## config.mk

```make
export PLATFORM = sky130hd
export DESIGN_NAME = writeback_phase
export DESIGN_NICKNAME = d
export VERILOG_FILES = /design/src/rtl/rv_core_pkg.sv /design/src/rtl/wb_fifo2.sv /design/src/rtl/writeback_phase.sv
export SDC_FILE = /design/constraint.sdc
export NUM_CORES = 1
export LEC_CHECK = 0
export CAP_MARGIN = 10
export CORE_ASPECT_RATIO = 0.75
export CORE_UTILIZATION = 51
export DETAILED_ROUTE_END_ITERATION = 6
export PLACE_DENSITY = 0.83
export SETUP_SLACK_MARGIN = 0.15
export SLEW_MARGIN = 10
export SYNTH_ARGS = -nofsm -noshare
export SYNTH_HDL_FRONTEND = slang
export SYNTH_SLANG_ARGS = --single-unit
```

## constraint.sdc

```tcl
create_clock -name clk -period 4.3 [get_ports clk]
set_input_delay 0.86 -clock clk [delete_from_list [all_inputs] [get_ports clk]]
set_output_delay 0.86 -clock clk [all_outputs]
set_load 0.01 [all_outputs]
```

## src/rtl/rv_core_pkg.sv

```systemverilog
// Shared core definitions: default widths, writeback entry layout and
// the writeback buffer occupancy states.
package rv_core_pkg;

   localparam int ADDR_WIDTH = 5;
   localparam int DATA_WIDTH = 32;

   // One retiring instruction as seen by the writeback stage.
   typedef struct packed {
      logic                  reg_wr;
      logic [ADDR_WIDTH-1:0] rd;
      logic [DATA_WIDTH-1:0] result;
   } wb_entry_t;

   // Occupancy of the two-entry writeback buffer.
   typedef enum logic [1:0] {
      EMPTY = 2'd0,
      ONE   = 2'd1,
      FULL  = 2'd2
   } wb_state_t;

endpackage

```

## src/rtl/wb_fifo2.sv

```systemverilog
// Two-entry in-order buffer for writeback entries. Entry 0 is always the
// head (oldest); entry 1 is only meaningful in FULL. Both entries are
// visible so the parent can run bypass compares against them.
//
// Handshake: i_push must already be qualified by the parent (offer valid
// and buffer not FULL); i_pop must already be qualified (buffer not EMPTY
// and write port available). A slot that is vacated is cleared to zero.
module wb_fifo2
   import rv_core_pkg::*;
#(
   parameter int addr_width = ADDR_WIDTH,
   parameter int data_width = DATA_WIDTH
) (
   input  logic                  clk,
   input  logic                  rst,
   input  logic                  i_push,
   input  logic                  i_pop,
   input  logic                  i_reg_wr,
   input  logic [addr_width-1:0] i_rd,
   input  logic [data_width-1:0] i_data,
   output logic [1:0]            o_state,
   output logic                  o_e0_wr,
   output logic [addr_width-1:0] o_e0_rd,
   output logic [data_width-1:0] o_e0_data,
   output logic                  o_e1_wr,
   output logic [addr_width-1:0] o_e1_rd,
   output logic [data_width-1:0] o_e1_data
);

   wb_state_t             r_state;
   logic                  r_e0_wr;
   logic [addr_width-1:0] r_e0_rd;
   logic [data_width-1:0] r_e0_data;
   logic                  r_e1_wr;
   logic [addr_width-1:0] r_e1_rd;
   logic [data_width-1:0] r_e1_data;

   // Occupancy FSM and entry storage; push-with-pop in ONE replaces the head.
   always_ff @(posedge clk) begin
      if (rst) begin
         r_state   <= EMPTY;
         r_e0_wr   <= 1'b0;
         r_e0_rd   <= '0;
         r_e0_data <= '0;
         r_e1_wr   <= 1'b0;
         r_e1_rd   <= '0;
         r_e1_data <= '0;
      end else begin
         case (r_state)
            EMPTY: begin
               if (i_push) begin
                  r_e0_wr   <= i_reg_wr;
                  r_e0_rd   <= i_rd;
                  r_e0_data <= i_data;
                  r_state   <= ONE;
               end
            end
            ONE: begin
               if (i_push && i_pop) begin
                  r_e0_wr   <= i_reg_wr;
                  r_e0_rd   <= i_rd;
                  r_e0_data <= i_data;
               end else if (i_push) begin
                  r_e1_wr   <= i_reg_wr;
                  r_e1_rd   <= i_rd;
                  r_e1_data <= i_data;
                  r_state   <= FULL;
               end else if (i_pop) begin
                  r_e0_wr   <= 1'b0;
                  r_e0_rd   <= '0;
                  r_e0_data <= '0;
                  r_state   <= EMPTY;
               end
            end
            FULL: begin
               if (i_pop) begin
                  r_e0_wr   <= r_e1_wr;
                  r_e0_rd   <= r_e1_rd;
                  r_e0_data <= r_e1_data;
                  r_e1_wr   <= 1'b0;
                  r_e1_rd   <= '0;
                  r_e1_data <= '0;
                  r_state   <= ONE;
               end
            end
            default: r_state <= EMPTY;
         endcase
      end
   end

   assign o_state   = r_state;
   assign o_e0_wr   = r_e0_wr;
   assign o_e0_rd   = r_e0_rd;
   assign o_e0_data = r_e0_data;
   assign o_e1_wr   = r_e1_wr;
   assign o_e1_rd   = r_e1_rd;
   assign o_e1_data = r_e1_data;

endmodule

```

## src/rtl/writeback_phase.sv

```systemverilog
// Writeback stage: buffers up to two execute results, drains them in
// order into the register-file write port, bypasses buffered results to
// decode, and counts drained entries.
//
// Handshake: a result transfers on a rising edge where ex_valid and
// ex_ready are both 1; ex_ready is 0 in FULL and while rst is high. The
// write port has no ready, only wr_stall: an entry drains on any edge
// where the buffer is non-empty and wr_stall is 0.
module writeback_phase
   import rv_core_pkg::*;
#(
   parameter int addr_width = ADDR_WIDTH,
   parameter int data_width = DATA_WIDTH
) (
   input  logic                  clk,
   input  logic                  rst,
   input  logic                  ex_valid,
   output logic                  ex_ready,
   input  logic                  ex_reg_wr,
   input  logic [addr_width-1:0] ex_rd,
   input  logic [data_width-1:0] ex_result,
   input  logic                  wr_stall,
   output logic                  wr_en,
   output logic [addr_width-1:0] wr_addr,
   output logic [data_width-1:0] wr_data,
   input  logic [addr_width-1:0] fwd_addr1,
   input  logic [addr_width-1:0] fwd_addr2,
   output logic                  fwd_hit1,
   output logic                  fwd_hit2,
   output logic [data_width-1:0] fwd_data1,
   output logic [data_width-1:0] fwd_data2,
   output logic [15:0]           retired
);

   logic [1:0]            w_state;
   logic                  w_v0;
   logic                  w_v1;
   logic                  w_push;
   logic                  w_pop;
   logic                  w_e0_wr;
   logic [addr_width-1:0] w_e0_rd;
   logic [data_width-1:0] w_e0_data;
   logic                  w_e1_wr;
   logic [addr_width-1:0] w_e1_rd;
   logic [data_width-1:0] w_e1_data;
   logic                  w_m0_1;
   logic                  w_m1_1;
   logic                  w_m0_2;
   logic                  w_m1_2;
   logic [15:0]           r_retired;

   assign w_v0     = (w_state != EMPTY);
   assign w_v1     = (w_state == FULL);
   assign ex_ready = ~rst & ~w_v1;
   assign w_push   = ex_valid & ex_ready;
   // Reset must never let a buffered entry reach the register file.
   assign w_pop    = ~rst & w_v0 & ~wr_stall;

   wb_fifo2 #(
      .addr_width (addr_width),
      .data_width (data_width)
   ) u_fifo (
      .clk       (clk),
      .rst       (rst),
      .i_push    (w_push),
      .i_pop     (w_pop),
      .i_reg_wr  (ex_reg_wr),
      .i_rd      (ex_rd),
      .i_data    (ex_result),
      .o_state   (w_state),
      .o_e0_wr   (w_e0_wr),
      .o_e0_rd   (w_e0_rd),
      .o_e0_data (w_e0_data),
      .o_e1_wr   (w_e1_wr),
      .o_e1_rd   (w_e1_rd),
      .o_e1_data (w_e1_data)
   );

   // Writes to x0 still drain but never strobe the write port.
   assign wr_en   = w_pop & w_e0_wr & (w_e0_rd != '0);
   assign wr_addr = w_v0 ? w_e0_rd   : '0;
   assign wr_data = w_v0 ? w_e0_data : '0;

   // Bypass: entry 1 is younger than entry 0, so it wins when both match.
   assign w_m0_1 = w_v0 & w_e0_wr & (fwd_addr1 != '0) & (w_e0_rd == fwd_addr1);
   assign w_m1_1 = w_v1 & w_e1_wr & (fwd_addr1 != '0) & (w_e1_rd == fwd_addr1);
   assign w_m0_2 = w_v0 & w_e0_wr & (fwd_addr2 != '0) & (w_e0_rd == fwd_addr2);
   assign w_m1_2 = w_v1 & w_e1_wr & (fwd_addr2 != '0) & (w_e1_rd == fwd_addr2);

   assign fwd_hit1  = w_m0_1 | w_m1_1;
   assign fwd_hit2  = w_m0_2 | w_m1_2;
   assign fwd_data1 = w_m1_1 ? w_e1_data : (w_m0_1 ? w_e0_data : '0);
   assign fwd_data2 = w_m1_2 ? w_e1_data : (w_m0_2 ? w_e0_data : '0);

   // Drained-entry counter, free-running modulo 2^16.
   always_ff @(posedge clk) begin
      if (rst) begin
         r_retired <= '0;
      end else if (w_pop) begin
         r_retired <= r_retired + 16'd1;
      end
   end

   assign retired = r_retired;

endmodule

```

Word level (Yosys, flattened, before mapping)
Index checks and enable logic that the tools add are counted.
{"block": "totals", "input_bits": 52, "out_inout_bits": 121, "wordCells": 90, "regBits": 94}
{"block": "classes", "bitwise_logic": 21, "n_eq_ne": 13, "n_reduce_logical": 11, "muxes": 36, "n_addsub": 1}
{"operator": "$mux 32", "count": 11}
{"operator": "$pmux 32 s3", "count": 1}
{"operator": "$pmux 32 s2", "count": 1}
{"operator": "$mux 5", "count": 7}
{"operator": "$eq 5x5->1", "count": 4}
{"operator": "$add 16x1->16 const B", "count": 1}
{"operator": "$and 1x1->1", "count": 16}
{"operator": "$pmux 5 s3", "count": 1}
{"operator": "$reduce_bool 5->1", "count": 3}
{"operator": "$mux 2", "count": 5}
{"operator": "$pmux 5 s2", "count": 1}
{"operator": "$reduce_and 4->1", "count": 2}
{"operator": "$mux 1", "count": 6}
{"operator": "$ne 2x1->1 const B", "count": 3}
{"operator": "$ne 3x1->1 const B", "count": 2}
{"operator": "$pmux 2 s3", "count": 1}
{"operator": "$reduce_and 5->1", "count": 1}
{"operator": "$reduce_bool 2->1", "count": 2}
{"operator": "$ne 3x3->1 const B", "count": 1}
{"operator": "$not 1->1", "count": 3}
{"operator": "$pmux 1 s3", "count": 1}
{"operator": "$reduce_bool 3->1", "count": 1}
{"operator": "$eq 2x1->1 const B", "count": 1}
{"operator": "$eq 2x2->1 const B", "count": 1}
{"operator": "5 further kinds", "count": 6}

Logic depth before layout (Yosys ltp)
{"block": "depth", "ltp_word": 7, "depth_mapped": 10, "mapped_depth_nobuf": 6}

Hierarchy
A second synthesis with hierarchy kept.
{"block": "unflattened", "hier_cells": 707, "hier_area_um2": 6203.4}
{"module": "wb_fifo2", "area_each_um2": 3512.1, "instances": 1, "cells_each": 375}
{"module": "writeback_phase", "area_each_um2": 2691.3, "instances": 1, "cells_each": 332}

Worst setup path after synthesis
No wires, ideal clock.
{"block": "synth_timing", "path_kind": "input to output", "startpoint": "in fwd_addr1[1]", "endpoint": "out fwd_data1[14]", "arrival_time_ps": 2256, "path_slack_ps": 1184, "t_required_ps": 3440, "path_stages": 6, "cell_sequence": "or4_1 > o211ai_2 > or2_1 > buf_2 > buf_2 > a31o_1"}
{"block": "synth_via", "elab_chain_len": 5, "elab_cells_between_ends": 9, "cone_classes": "eq/ne (2); mux (2); bitwise (4); reduce/logical (1)"}
{"element": "start: declaration", "line": "writeback_phase.sv:26", "source": "input logic [addr_width-1:0] fwd_addr1,"}
{"element": "$reduce_bool 5->1", "line": "writeback_phase.sv:85, writeback_phase.sv:86"}
{"element": "$and 1x1->1 (2 in series)", "line": "writeback_phase.sv:85", "source": "assign w_m0_1 = w_v0 & w_e0_wr & (fwd_addr1 != '0) & (w_e0_rd == fwd_addr1);"}
{"element": "$mux 32", "line": "writeback_phase.sv:92", "source": "assign fwd_data1 = w_m1_1 ? w_e1_data : (w_m0_1 ? w_e0_data : '0);"}
{"element": "$mux 32 (*)", "line": "writeback_phase.sv:92"}
{"element": "end: declaration", "line": "writeback_phase.sv:30", "source": "output logic [data_width-1:0] fwd_data1,"}
Mark *: on every way between the ends. The rest lies on a longest branch, timed or not.

Worst setup path after layout
{"block": "layout_timing", "startpoint": "in fwd_addr2[1]", "endpoint": "out fwd_data2[19]"}
{"block": "layout_via", "elab_chain_len": 5, "elab_cells_between_ends": 9, "cone_classes": "eq/ne (2); mux (2); bitwise (4); reduce/logical (1)"}
{"element": "start: declaration", "line": "writeback_phase.sv:27", "source": "input logic [addr_width-1:0] fwd_addr2,"}
{"element": "$reduce_bool 5->1", "line": "writeback_phase.sv:87, writeback_phase.sv:88"}
{"element": "$and 1x1->1 (2 in series)", "line": "writeback_phase.sv:87", "source": "assign w_m0_2 = w_v0 & w_e0_wr & (fwd_addr2 != '0) & (w_e0_rd == fwd_addr2);"}
{"element": "$mux 32", "line": "writeback_phase.sv:93", "source": "assign fwd_data2 = w_m1_2 ? w_e1_data : (w_m0_2 ? w_e0_data : '0);"}
{"element": "$mux 32 (*)", "line": "writeback_phase.sv:93"}
{"element": "end: declaration", "line": "writeback_phase.sv:31", "source": "output logic [data_width-1:0] fwd_data2,"}
Marks and branches as above.

==> out/summary.md <==
The startpoint class of the critical path was an input port. The final layout contains routed wiring with a total length of 19.7 mm. In the final layout, the multi-input gates occupy 3340 µm². The run gives 0 as the initial antenna violation count. The worst-skew pair later-pin latency came out at 350 ps.

After synthesis, the mean cell area works out to 8.21 µm². For the number of global-route vias before repair, the log shows 5885. The most critical setup path has its startpoint at fwd_addr2[1]. The repair_antennas step left the layout with diodes totalling 0. The number of instances in the placed design is 945, and the share of the synthesized area in the top cell type is 33.4%.

Slowest cell on the critical path: or4_4. Setup violations remaining at the end of the flow were counted as 0. The number of endpoints with negative hold slack in the final report is 0, and the number of CTS-inserted buffers is 9.

Setup repair after global routing could not meet its margin everywhere. Row generation in the floorplan step produced 32 rows. The number of nets with antenna violations after routing is 0, and the placed wire-length estimate is 12.5 mm. The total overflow left after global routing is 0. CTS placed an instance of clkbuf_16 at the clock tree root. Measured along the x axis, the die boundary spans 123 µm. Starting utilization of the core area: 53.5%. The flow ran to the end, and the final reports show no timing, DRC or antenna violations. The core region is 10500 µm².

The classification of the worst-slack hold path is register to register. The largest stage delay on the critical path was 580 ps; the vertical die dimension was 93.0 µm. The biggest area contributor in the post-synthesis netlist is dfxtp_1. After routing, the total negative slack on setup checks comes to 0 ps. The number of top-level pins was 173.

STA classifies the critical path endpoint as a primary output. Along the worst path, the maximum fanout reaches 32. Dividing the detail-routed via count by the number of cells gives 6.36.

Global-route wire length before repair: 30.3 mm. The logs give 881 for the final-stage net count and 0 for the synthesis warning total. Of the available clock period, the critical path in the final layout requires 96.1%. For the final database, setup skew stands at 6.92 ps. Summing the sequential cell areas from Yosys gives 33.4% of the chip area. The filler-free cell count of the finished design was 964. The startpoint identified for the worst register-to-register timing path is u_fifo.o_state[0]. The count of clock tree sinks is 94. For the synthesized netlist net count, the log shows 743. The total buffers and inverters traversed by the critical path is 3, and the overall track demand over capacity in global routing is 33.8%.

The tools report the number of DRC violations after detailed routing as 0. After detailed routing, the average wire length per cell comes to 20.4 µm. The highest ir drop seen on vdd was 358 µV. Routability-driven placement finished with a final weighted congestion of 0.934.

The share of cells above drive strength 1 came out at 15.5%. For the maximum number of pins on one net before global-route repair, the log shows 65. Counting distinct cell types in the post-synthesis netlist gives 45. The power density relative to cell area works out to 594 nW/µm². The layout overhead on the synthesized area works out to 39.8%. The final route contains 6134 vias.

The number of input and output port buffers inserted was 172; the length of the first detailed-routing pass in iterations was 5. TritonCTS built the clock tree. The final number of max-transition violations is 0. The flip-flop cell with the highest count after synthesis was dfxtp_1.

Summing every instance area after synthesis gives 5630 µm². Across the whole layout, storage elements account for 1880 µm². The die covers 11500 µm².

By startpoint and endpoint, the worst setup path is classified as input port to primary output. The clock-pin transition on the worst setup and hold timing paths is 60 ps, and the transition time at the pin with the least slew margin is 864 ps. For the worst setup path, the data required time is 3440 ps.

The most numerous cell type found on the critical path is clkdlybuf4s50_1. In this run the static leakage power is 0.00292 µW. The data arrival time of the critical path was 3270 ps.

Violation count after the first detailed-route iteration: 591. After synthesis, the cell types taking the most area are dfxtp_1 33%, a31o_2 9.8%, nor3_1 6.0%, a2bb2oi_1 5.9%, a22oi_1 5.1%. Yosys mapped a number of flops with a built-in enable equal to 0. The cell count after synthesis came out at 686. Counting along the longest clock path gives a buffer depth of 2. The cell family contributing the most delay on the critical path is buffers and inverters. The max-cap check violation count is 0. Traced cell by cell, the critical path runs through clkdlybuf4s50_1, or4_4, o211ai_1, nor2_2, buf_8, a31o_2, clkdlybuf4s50_1. Derived from the worst setup path, the maximum achievable clock frequency is 242 MHz.

The fraction of registers with async set or reset after synthesis came out at 0%. After filler insertion, the fill cell instance count of the layout stands at 776. The worst hold path begins at u_fifo.o_e1_data[28]. The worst pin sits at a relative slew slack of 42.4%. In this run the number of H-tree levels came out at 3. The worst path in the final design needs a cycle of 4130 ps, including I/O delays and setup.

After synthesis the netlist holds a flip-flop and latch count of 94. Setup slack on the worst reg-to-reg path comes out at 1570 ps.
synthesized netlist by cell type, drive strengths merged, types with 26 or more instances:
cell	n
dfxtp	94
nor3	68
a31o	66
nor2	56
nand2	46
nor2b	42
a211oi	38
a22oi	38
a2bb2oi	38
clkbuf	38
inv	35
buf	30
xnor2	26
flip-flops by register name (all words and copies together) (netlist names):
signal	count
u_fifo.o_e0_wr	1
u_fifo.o_e1_wr	1
u_fifo.o_state	2
u_fifo.o_e1_rd	5
u_fifo.o_e0_rd	5
retired	16
u_fifo.o_e1_data	32
u_fifo.o_e0_data	32
repair_timing:
item	in CTS	in global routing
setup buffers	1	1
hold buffers	0	0
cloned	0	2
resized for setup	4	18
setup endpoints to repair	38	64
pin swaps	3	2
kinds of logic (layout without fill, tap and decap cells):
family	count (synthesis)	after routing	synth area share (%)
buffers and inverters	103	245	8.04
adders and majority gates	5	5	1.11
DFF	94	94	33.4
xor gates and xnor gates	30	30	4.66
AOI/OAI and AO/OA	204	204	30.4
and+or+nand+nor	249	249	22.2
muxes	1	1	0.200
power by group:
part           internal (µW)  switching (µW)  leakage, µW  total [µW]
Sequential              1200             372     0.000775        1580
Clock                    583             340     0.000165         923
Combinational            962            1210      0.00197        2180
Total                   2750            1920      0.00292        4670
per-stage QoR:
step                worst slack (ps)  hold slack [ps]  total power (µW)  util (%)  area [µm²]
finish                           167              507              4670      74.8        7880
global route                     109              521              4940      74.8        7880
CTS                              154              509              4610      73.7        7760
detailed placement               113              483              3680      70.2        7390
global placement                 198              473              3580      70.2        7390
floorplan                       1180              464              3020         -        5630
cells in the final DEF (no fill, tap or decap), types with 35 or more instances in the layout:
master / n
nand2_1: 46
a2bb2oi_1: 38
dfxtp_1: 94
a31o_2: 63
nor3_1: 68
clkdlybuf4s50_1: 163
nor2_1: 53
nor2b_1: 42
a22oi_1: 38
inv_1: 35
final timing paths:
kind,end,cells past startpoint
hold / removal,u_fifo.o_e1_data[28],1
setup reg to reg,u_fifo.o_e0_data[17],8
hold reg to reg,u_fifo.o_e1_data[28],1
setup / recovery,fwd_data2[19],7
routing by layer:
metal	global-route usage, %	vias to the layer above	share of wire [%]
li1	-	2768	-
met1	45.4	2935	42
met2	53.2	381	46
met3	6.89	50	8.9
met4	13.0	0	2.8
met5	0	-	0
layout make-up:
type | instances | share of cell area [%]
Inverter | 35 | 1.67
Sequential cell | 94 | 23.9
Timing Repair Buffer | 195 | 25.5
Tap cell | 136 | 2.16
Multi-Input combinational cell | 489 | 42.4
Clock buffer | 10 | 3.03
Clock inverter | 5 | 1.35
Power figures use the tool's default switching activity.
==> variant, RTL diff (same flow settings) <==
Change the package constant `DATA_WIDTH` from 32 to 64.
--- a/src/rtl/rv_core_pkg.sv
+++ b/src/rtl/rv_core_pkg.sv
@@ -3,7 +3,7 @@
 package rv_core_pkg;
 
    localparam int ADDR_WIDTH = 5;
-   localparam int DATA_WIDTH = 32;
+   localparam int DATA_WIDTH = 64;
 
    // One retiring instruction as seen by the writeback stage.
    typedef struct packed {
Interface: changed (resized ex_result, fwd_data1, fwd_data2 and wr_data); port bits go from 173 to 301. The function was not compared with the original's and may differ.
==> variant against the unedited design <==
- the flow now finishes with violations (DRC)
- final area grew 79%
- sequential cell count grew 64
- routed wire length grew 90%
- sequential share of layout area shrank 1.5 points
- register-to-register slack lost 500 ps
- area after synthesis grew 84%
- total power grew 75%
- worst setup slack gained 28 ps
- critical path type unchanged
==> variant: results <==
[cts]
cts_buffer_depth = 2
ctsHtreeMaxLevel = 4
clkLatencyLatePin_ps = 430
cts_buffers = 17

[drt]
drt_iter0_drc = 1015
vias_per_cell = 6.41
drc = 23
first_pass_iters = 7
routedWlPerCell_microns = 22.6
vias = 10600

[placed_design]
gp_congestion = 0.928
placed_cell_area_sq_mm = 0.0134
pre_cts_ws_ps = 218
port_buffers = 300
detailed_place_hpwl_microns = 22600
place_inst = 1617

[synthesis]
synth_seq_area_share_pct = 30.6
synth_area_leaders = dfxtp_1 (31%), mux2_2 (14%), a221oi_2 (10%)
syn-num-nets = 1262
netlist_instances = 1173
yosys-top-cells-count = dfxtp_1 (158), and3_1 (130), mux2_2 (128)

[hold_path]
hold_end = retired[15]
hp-start = retired[15]
hold_path_class = reg2reg
min_path_cells = 2

[power]
p_leak_nw = 6.23
p_int_mw = 4.57
ir_drop_uv = 493

[worst_setup_path]
cpPeakStageDelay_ps = 560
crit_slowest_cell = clkdlybuf4s50_1
r2r-end = u_fifo.o_e1_rd[2]
reg2reg_slack_ps = 1070
cp_max_fo = 65
crit_arrival_ps = 3250
reg2reg_from = u_fifo.o_state[1]

[finish]
layout.nets = 1474
fillers = 1420
drive_gt1_share_pct = 19.9

[outcome]
violations = DRC
status = finished, violations left

[timing]
hold_slack_ps = 486
skew_ps = 10.9
worst_pin_slew_ps = 1010

[global_routing]
grt_pass1_vias = 9984
antenna_found_initial = 1
grt_pass1_wl_microns = 57200
grt_max_degree = 73
grt_usage_pct = 34.4
-- variant: layout make-up --
type	count	share of cell area [%]
Clock buffer	18	3.04
Clock inverter	14	1.12
Timing Repair Buffer	330	23.9
Inverter	74	1.97
Multi-Input combinational cell	804	45.3
Tap cell	253	2.24
Antenna cell	1	0.0177
Sequential cell	158	22.4
-- variant: how the worst max path moves through the flow --
stage	end	start	slack, ps
5_1_grt	fwd_data2[22]	fwd_addr2[0]	150
6_report	fwd_data2[22]	fwd_addr2[0]	190
2_1_floorplan	wr_en	rst	1180
3_3_place_gp	fwd_data2[0]	fwd_addr2[0]	300
3_5_place_dp	fwd_data1[43]	fwd_addr1[1]	220
4_1_cts	fwd_data1[43]	fwd_addr1[1]	210
-- variant: cells by family after synthesis --
kind of cell             share of synthesized area [%]
multiplexers                                      14.0
AND/OR/NAND/NOR                                   16.4
XOR/XNOR                                          2.46
AO/OA/AOI/OAI                                     27.2
buffers and inverters                             8.60
adder cells (fa/ha/maj)                          0.702
flip-flops                                        30.6
-- variant: power by group through the flow --
| stage | Clock, mW | Sequential [mW] | Combinational (mW) |
|---|---|---|---|
| floorplan | 0 | 2.33 | 2.81 |
| global placement | 0 | 2.48 | 3.92 |
| detailed placement | 0 | 2.50 | 3.99 |
| CTS | 1.54 | 2.48 | 4.02 |
| global route | 1.60 | 2.57 | 4.39 |
| finish | 1.53 | 2.51 | 4.12 |
-- variant: through the flow --
step	utilization [%]	power (mW)
2_1_floorplan	-	5.14
3_3_place_gp	68.6	6.40
3_5_place_dp	68.6	6.49
4_1_cts	71.6	8.03
5_1_grt	72.0	8.56
6_report	72.0	8.16
-- variant: worst register-to-register path, cell delays in order (launching register included) --
cell and delay, ps:
dfxtp_1 360, inv_1 130, ha_4 440, or3_2 280, buf_4 340, a221oi_2 150
nor2_4 530, buf_4 640, a22o_1 300
-- variant: what timing repair did --
action / in CTS / in global routing
buffers inserted: 0 / 1
resized for setup: 0 / 7
setup endpoints to repair: 0 / 46
-- variant: metal layers --
metal	up-vias	routed length, microns	GRT usage (%)
li1	4705	-	-
met2	690	16400	51.5
met5	-	0	0
met1	5120	16200	48.5
met4	0	929	12.9
met3	71	3740	7.15
